$ cat config.mk
export PLATFORM = sky130hd
export DESIGN_NAME = load_unit
export DESIGN_NICKNAME = d
export VERILOG_FILES = /design/src/rtl/rv_load_pkg.sv /design/src/rtl/load_extend.sv /design/src/rtl/load_unit.sv
export SDC_FILE = /design/constraint.sdc
export NUM_CORES = 1
export LEC_CHECK = 0
export ABC_AREA = 1
export CORE_MARGIN = 2
export CORE_UTILIZATION = 30
export DETAILED_ROUTE_END_ITERATION = 8
export DONT_BUFFER_PORTS = 1
export PLACE_DENSITY = 0.47
export SYNTH_ARGS = -nofsm -noshare
export SYNTH_HDL_FRONTEND = slang
export SYNTH_SLANG_ARGS = --single-unit
export TNS_END_PERCENT = 30
$ cat constraint.sdc
create_clock -name clk -period 2.2 [get_ports clk]
set_input_delay 0.11 -clock clk [delete_from_list [all_inputs] [get_ports clk]]
set_output_delay 0.11 -clock clk [all_outputs]
set_load 0.03 [all_outputs]
$ cat src/rtl/rv_load_pkg.sv
// rv_load_pkg: RV32I load funct3 codes, load FSM state type and alignment helpers.
package rv_load_pkg;
   localparam logic [2:0] F3_LB  = 3'b000;
   localparam logic [2:0] F3_LH  = 3'b001;
   localparam logic [2:0] F3_LW  = 3'b010;
   localparam logic [2:0] F3_LBU = 3'b100;
   localparam logic [2:0] F3_LHU = 3'b101;
   typedef enum logic [1:0] {S_IDLE, S_REQ, S_WAIT, S_RESP} state_t;
   function automatic logic f3_illegal(input logic [2:0] f3);
      return f3 == 3'b011 || f3[2:1] == 2'b11;
   endfunction
   function automatic logic is_half(input logic [2:0] f3);
      return f3 == F3_LH || f3 == F3_LHU;
   endfunction
   function automatic logic misaligned(input logic [2:0] f3, input logic [1:0] lo);
      return (is_half(f3) && lo[0]) || (f3 == F3_LW && lo != 2'b00);
   endfunction
   // Drops the low address bits a halfword or word access cannot use.
   function automatic logic [1:0] align_off(input logic [2:0] f3, input logic [1:0] lo);
      return f3 == F3_LW ? 2'b00 : is_half(f3) ? {lo[1], 1'b0} : lo;
   endfunction
endpackage

$ cat src/rtl/load_extend.sv
// load_extend: selects the byte/halfword lane of a read word and sign- or zero-extends it.
module load_extend
   import rv_load_pkg::*;
#(
   parameter int WIDTH = 32
) (
   input  logic [2:0]       funct3,
   input  logic [1:0]       addr,
   input  logic [WIDTH-1:0] word,
   output logic [WIDTH-1:0] data
);
   logic [7:0]  b;
   logic [15:0] h;
   always_comb begin
      b = word[{addr, 3'b000} +: 8];
      h = addr[1] ? word[31:16] : word[15:0];
      data = funct3 == F3_LB  ? {{24{b[7]}}, b} :
             funct3 == F3_LBU ? {24'd0, b} :
             funct3 == F3_LH  ? {{16{h[15]}}, h} :
             funct3 == F3_LHU ? {16'd0, h} : word;
   end
endmodule

$ cat src/rtl/load_unit.sv
// load_unit: RV32I load FSM (IDLE/REQ/WAIT/RESP) with lane select and extension.
// Define LOAD_MISALIGN_TRAP_EN to reject misaligned LH/LHU/LW instead of aligning them down.
module load_unit
   import rv_load_pkg::*;
#(
   parameter int WIDTH = 32
) (
   input  logic             clk,
   input  logic             rst,
   input  logic             ld_req_i,
   input  logic [2:0]       funct3_i,
   input  logic [WIDTH-1:0] addr_i,
   output logic             ld_busy_o,
   output logic             ld_done_o,
   output logic             ld_err_o,
   output logic [WIDTH-1:0] ld_data_o,
   output logic             mem_req_o,
   output logic [WIDTH-1:0] mem_addr_o,
   input  logic             mem_gnt_i,
   input  logic             mem_rvalid_i,
   input  logic [WIDTH-1:0] mem_rdata_i
);
   state_t           state;
   logic [2:0]       f3;
   logic [1:0]       off;
   logic [1:0]       lo;
   logic             bad;
   logic [WIDTH-1:0] ext;
`ifdef LOAD_MISALIGN_TRAP_EN
   assign bad = f3_illegal(funct3_i) || misaligned(funct3_i, addr_i[1:0]);
   assign lo  = addr_i[1:0];
`else
   assign bad = f3_illegal(funct3_i);
   assign lo  = align_off(funct3_i, addr_i[1:0]);
`endif
   load_extend #(.WIDTH(WIDTH)) u_ext (
      .funct3(f3),
      .addr  (off),
      .word  (mem_rdata_i),
      .data  (ext)
   );
   always_ff @(posedge clk or posedge rst) begin
      if (rst) begin
         state      <= S_IDLE;
         f3         <= 3'd0;
         off        <= 2'd0;
         ld_busy_o  <= 1'b0;
         ld_done_o  <= 1'b0;
         ld_err_o   <= 1'b0;
         ld_data_o  <= '0;
         mem_req_o  <= 1'b0;
         mem_addr_o <= '0;
      end else begin
         case (state)
            S_IDLE: if (ld_req_i) begin
               f3        <= funct3_i;
               off       <= lo;
               ld_busy_o <= 1'b1;
               if (bad) begin
                  state     <= S_RESP;
                  ld_done_o <= 1'b1;
                  ld_err_o  <= 1'b1;
                  ld_data_o <= '0;
               end else begin
                  state      <= S_REQ;
                  mem_req_o  <= 1'b1;
                  mem_addr_o <= {addr_i[WIDTH-1:2], 2'b00};
               end
            end
            S_REQ: if (mem_gnt_i) begin
               state     <= S_WAIT;
               mem_req_o <= 1'b0;
            end
            S_WAIT: if (mem_rvalid_i) begin
               state     <= S_RESP;
               ld_done_o <= 1'b1;
               ld_err_o  <= 1'b0;
               ld_data_o <= ext;
            end
            S_RESP: begin
               state     <= S_IDLE;
               ld_done_o <= 1'b0;
               ld_err_o  <= 1'b0;
               ld_busy_o <= 1'b0;
            end
            default: state <= S_IDLE;
         endcase
      end
   end
endmodule

== Word-level counts from Yosys, hierarchy flattened ==
Cells that the tools add are included.
Storage, ports and cells
  register bits: 73
  input bits: 72
  word-level logic and storage cells: 70
Operators by class
  equality and inequality tests: 16
  shift operators: 1
  muxes and demuxes: 28
  bitwise gates (word level): 1
  reduce and logical (&&, ||, !) cells: 15
Operator list (count)
  $mux W32: 7
  $pmux W32 S2: 1
  $shiftx A32 B6 Y8: 1
  $mux W16: 1
  $reduce_and A4 Y1: 3
  $mux W2: 5
  $ne A2 B2 Y1 const B: 5
  $eq A3 B3 Y1 const B: 3
  $mux W1: 9
  $pmux W2 S4: 1
  $eq A2 B2 Y1 const B: 3
  $eq A3 B1 Y1 const B: 2
  $eq A3 B2 Y1 const B: 2
  $pmux W1 S3: 2
  $reduce_and A3 Y1: 2
  $reduce_bool A2 Y1: 3
  $pmux W1 S2: 2
  $reduce_and A2 Y1: 2
  $logic_not A3 Y1: 1
  $reduce_bool A3 Y1: 1
  $eq A2 B1 Y1 const B: 1
  $logic_not A2 Y1: 1
  $logic_or A1 B1 Y1: 2
  $not A1 Y1: 1

== Logic depth before layout (Yosys ltp) ==
  depth in word-level cells: 7
  mapped depth: 11
  mapped depth without buffers: 9

== By module ==
From an unflattened synthesis, not the netlist that was laid out.
Second synthesis, totals
  cells, all modules: 614
  area total of the unflattened synthesis: 4322.9 µm²
Modules (own cells, without submodules)
  load_unit: times used 1, cells each 357, area each 3214.3 µm²
  load_extend: times used 1, cells each 257, area each 1108.6 µm²

== Worst setup path after synthesis ==
OpenSTA, ideal clock, no wires.
  path kind: flip-flop to flip-flop
  start: reg state[0]
  end: reg ld_data_o[16]
  library setup time: 65 ps
  arrival: 1444 ps
  data required time: 2135 ps
  path slack: 691 ps
  cell stages (with the launch flop): 12
  path buffers: 2
  period minus slack after synthesis: 1509 ps
  cell sequence: dfrtp_1 inv_1 ha_1 buf_2 nand2_2 nand2_2 inv_2 nand3_2 nor2_4 buf_6 nand2_1 nand2_1
Between the ends
  longest elaborated chain between the ends: 3
  elaborated cells on any way between the ends: 8
  those cells by class: 4 x eq/ne; 1 x mux; 3 x reduce/logical
RTL lines
  from (decl): line load_unit.sv:23  | state_t state;
  from (signal assigned): line load_unit.sv:44  | state <= S_IDLE;
  from (signal assigned): line load_unit.sv:60  | state <= S_RESP;
  from (signal assigned): line load_unit.sv:65  | state <= S_REQ;
  $eq A2 B2 Y1 or $logic_not A2 Y1 (tied branches): line load_unit.sv:54  | case (state)
  $ne A2 B2 Y1 (no source line) or $reduce_bool A2 Y1 (tied branches)
  $reduce_and A4 Y1 (no source line)
  to (signal assigned): line load_unit.sv:78  | ld_data_o <= ext;
  to (decl): line load_unit.sv:16  | output logic [WIDTH-1:0] ld_data_o,
Parallel ways exist; a longest one is shown, timed or not.
A chain may end at the register's enable or synchronous reset.

== Final worst setup path ==
  start: reg state[0]
  end: reg ld_data_o[9]
Same word-level chain as after synthesis.

==> metrics.md <==
| Metric | Value |
|---|---|
| HP Class | primary input to flop |
| Pwr per Cell Area | 1540 mW/mm2 |
| # DRC | 0 |
| Initial antenna violation count | 0 |
| Worst setup SP type | flop |
| Area fraction in compound gates after synthesis | 0.0761 |
| First-pass GRT wire length | 19300 um |
| Hold Fails Final Rpt | 0 |
| Starting DRT DRC Count | 142 |
| TritonCTS clock tree | done |
| Pleak | 2.70 nW |
| Slew HR | 0.537 |
| Clock Path Buffers | 2 |
| R2R cell count | 7 |
| Hold path startpoint | mem_rdata_i[5] |
| Synth top area share | 0.446 |
| Final instance area | 0.00486 mm2 |
| Routed Wire Length | 11700 um |
| Flop2flop setup slack | 350 ps |
| H-tree Lvls | 3 |
| Worst skew pair latency | 350 ps |
| Core Area | 0.0133 mm2 |
| Crit path max fanout | 32 |
| Initial DRT Pass Iterations | 4 |
| Max Fclk | 0.540 GHz |
| WP data arrival | 2130 ps |
| Adder-cell share of the synthesized area | 0.0122 |
| Data required, critical path | 2480 ps |
| Largest net degree at the start of global routing | 39 |
| Fraction of layout cells with a size suffix above 1 | 0.0727 |
| Syn Area/Cell | 6.96 um2 |
| PortBufs | 0 |
| Peak supply drop | 0.000742 V |
| Main combinational cell family by area after synthesis | simple AND/OR/NAND/NOR gates |
| Nets@finish | 690 |
| Hold path endpoint | ld_data_o[5] |
| Initial Utilization | 0.308 |
| Top area cells in the synthesized netlist | dfrtp_1, nand2_1, nand3_1 |
| Final setup fails | 0 |
| Xor/xnor share of the synthesized area | 0 |
| RR Endpoint | ld_data_o[9] |
| Total track usage | 0.169 |
| Reg2reg start | state[0] |
| DIE AREA | 0.0146 mm2 |
| GRT Residual Overflow | 0 |
| Worst-Margin Slew | 694 ps |
| Post-synthesis mux area share | 0 |
| DP HPWL | 8460 um |
| Hold Path Depth | 4 |
| Area leader, netlist | dfrtp_1 |
| Io pins | 140 |
| Pins over their slew limit | 0 |
| Mapped cell area | 0.00409 mm2 |
| Root Driver | clkbuf_16 |
| Final ANT Viol Nets | 0 |
| Vias per cell | 4.69 |
| Layout Skew | 5.22 ps |
| Worst Setup End Kind | flop |
| Register area share after synthesis | 0.446 |
| Gp weighted congestion | 0.837 |
| P&R area growth vs syn | 18.7% |
| Min cycle time layout | 1850 ps |
| Simple-Gate Fraction of Synth Area | 0.365 |
| RSZ-0062 raised after global routing | false |
| Die X | 121 um |
| Vert. Die Dim | 121 um |
| Crit share post-route | 0.842 |
| Status | complete, no violations |
| Ys Warns | 0 |
| TritonCTS Buffers | 9 |
| Diodes inserted | 0 |
| Sink Count | 73 |
| Synth Register Bits | 73 |
| Vias in the first global route | 3792 |
| Area post-placement | 0.00422 mm2 |
| Routed WL per cell | 14.7 um |
| Clock transition at path regs | 60 ps |
| Routed vias | 3728 |
| Post-Syn Instances | 588 |
| Post-synthesis cell type count | 23 |
| TNS Setup | 0 ps |
| Maxcap violations | 0 |
| FP Rows | 42 |
| Crit path kind | flop to flop |
[report_power, final]
group / internal [mW] / leakage, nW / total (mW) / switching (mW)
clock network: 0.801 / 0.136 / 1.41 / 0.607
logic: 0.935 / 1.64 / 2.81 / 1.87
registers: 1.89 / 0.931 / 3.28 / 1.39
[state kept, by name, indices dropped and copies added (netlist names)]
name,cells
off,2
ld_err_o,1
state,2
mem_addr_o,30
f3,3
ld_done_o,1
ld_busy_o,1
mem_req_o,1
ld_data_o,32
[metal layers]
metal	global-route usage	part of all wire	vias to the layer above	wire length, um
li1	-	-	1862	-
met1	0.202	0.42	1737	4860
met2	0.279	0.48	118	5560
met3	0.0703	0.094	11	1090
met4	0.0451	0.012	0	142
met5	0	0	-	0
[critical path, cell delays in order (launching register included)]
cell	delay, ps
dfrtp_1	410
inv_1	110
ha_1	360
nand2_2	250
o211ai_2	120
buf_4	340
nand2_1	100
nand2_1	80
[cells in the mapped netlist]
cell type,number
nand2_1,289
dfrtp_1,73
inv_1,55
nand3_1,54
o21ai_0,49
buf_2,16
clkbuf_1,7
a21oi_1,5
buf_6,5
nand2_2,5
ha_1,4
inv_2,4
nor2_1,4
buf_4,3
nand2_4,3
nor2_4,3
nand3_2,2
o211ai_1,2
conb_1,1
nor2_2,1
o2111ai_1,1
o211ai_2,1
o21ai_1,1
[cell families (layout without fill, tap and decap cells)]
group	after synthesis	count (layout)
other	1	2
adder cells (fa/ha/maj)	4	4
AO/OA/AOI/OAI	59	59
buffers and inverters	90	120
flip-flops	73	73
AND/OR/NAND/NOR	361	361
[worst max path at each step]
stage               slack [ps]            end     start
finish                     350   ld_data_o[9]  state[0]
global route               120  ld_data_o[20]  state[1]
CTS                        340  ld_data_o[16]  state[0]
detailed placement         360  ld_data_o[16]  state[0]
global placement           420  ld_data_o[29]  state[1]
floorplan                  240          f3[0]       rst
[cell type report]
cell class,count,area (um2)
Timing Repair Buffer,45,440
Sequential cell,73,1830
Fill cell,1445,8440
Tap cell,176,220
Clock buffer,11,243
Multi-Input combinational cell,426,1870
Inverter,59,223
Clock inverter,5,38.8
[timing repair]
action,4_1_cts,5_1_grt
buffers inserted,0,0
resized for setup,0,0
hold endpoints to repair,72,0
hold buffers,36,0
[cells in the final DEF (no fill, tap or decap), drive strengths merged]
| cell | netlist | layout |
|---|---|---|
| nand3 | 56 | 56 |
| dfrtp | 73 | 73 |
| clkinv | 0 | 4 |
| nand2 | 297 | 297 |
| clkbuf | 7 | 11 |
| ha | 4 | 4 |
| dlygate4sd3 | 0 | 36 |
| o21ai | 50 | 50 |
| buf | 24 | 9 |
| conb | 1 | 2 |
| inv | 59 | 59 |
| nor2 | 8 | 8 |
| o2111ai | 1 | 1 |
| o211ai | 3 | 3 |
| a21oi | 5 | 5 |
| clkinvlp | 0 | 1 |
[metrics by stage]
step                power [mW]  hold slack, ps   util  worst slack (ps)  std cells
floorplan                 5.47             227      -               237        589
global placement          6.07             118  0.317               422        743
detailed placement        6.11             131  0.317               360        743
CTS                       7.62            5.42  0.365               336        795
global route              8.20            27.7  0.365               124        795
finish                    7.50            13.9  0.365               348        795
No activity file was read; power rests on OpenSTA's default activity.
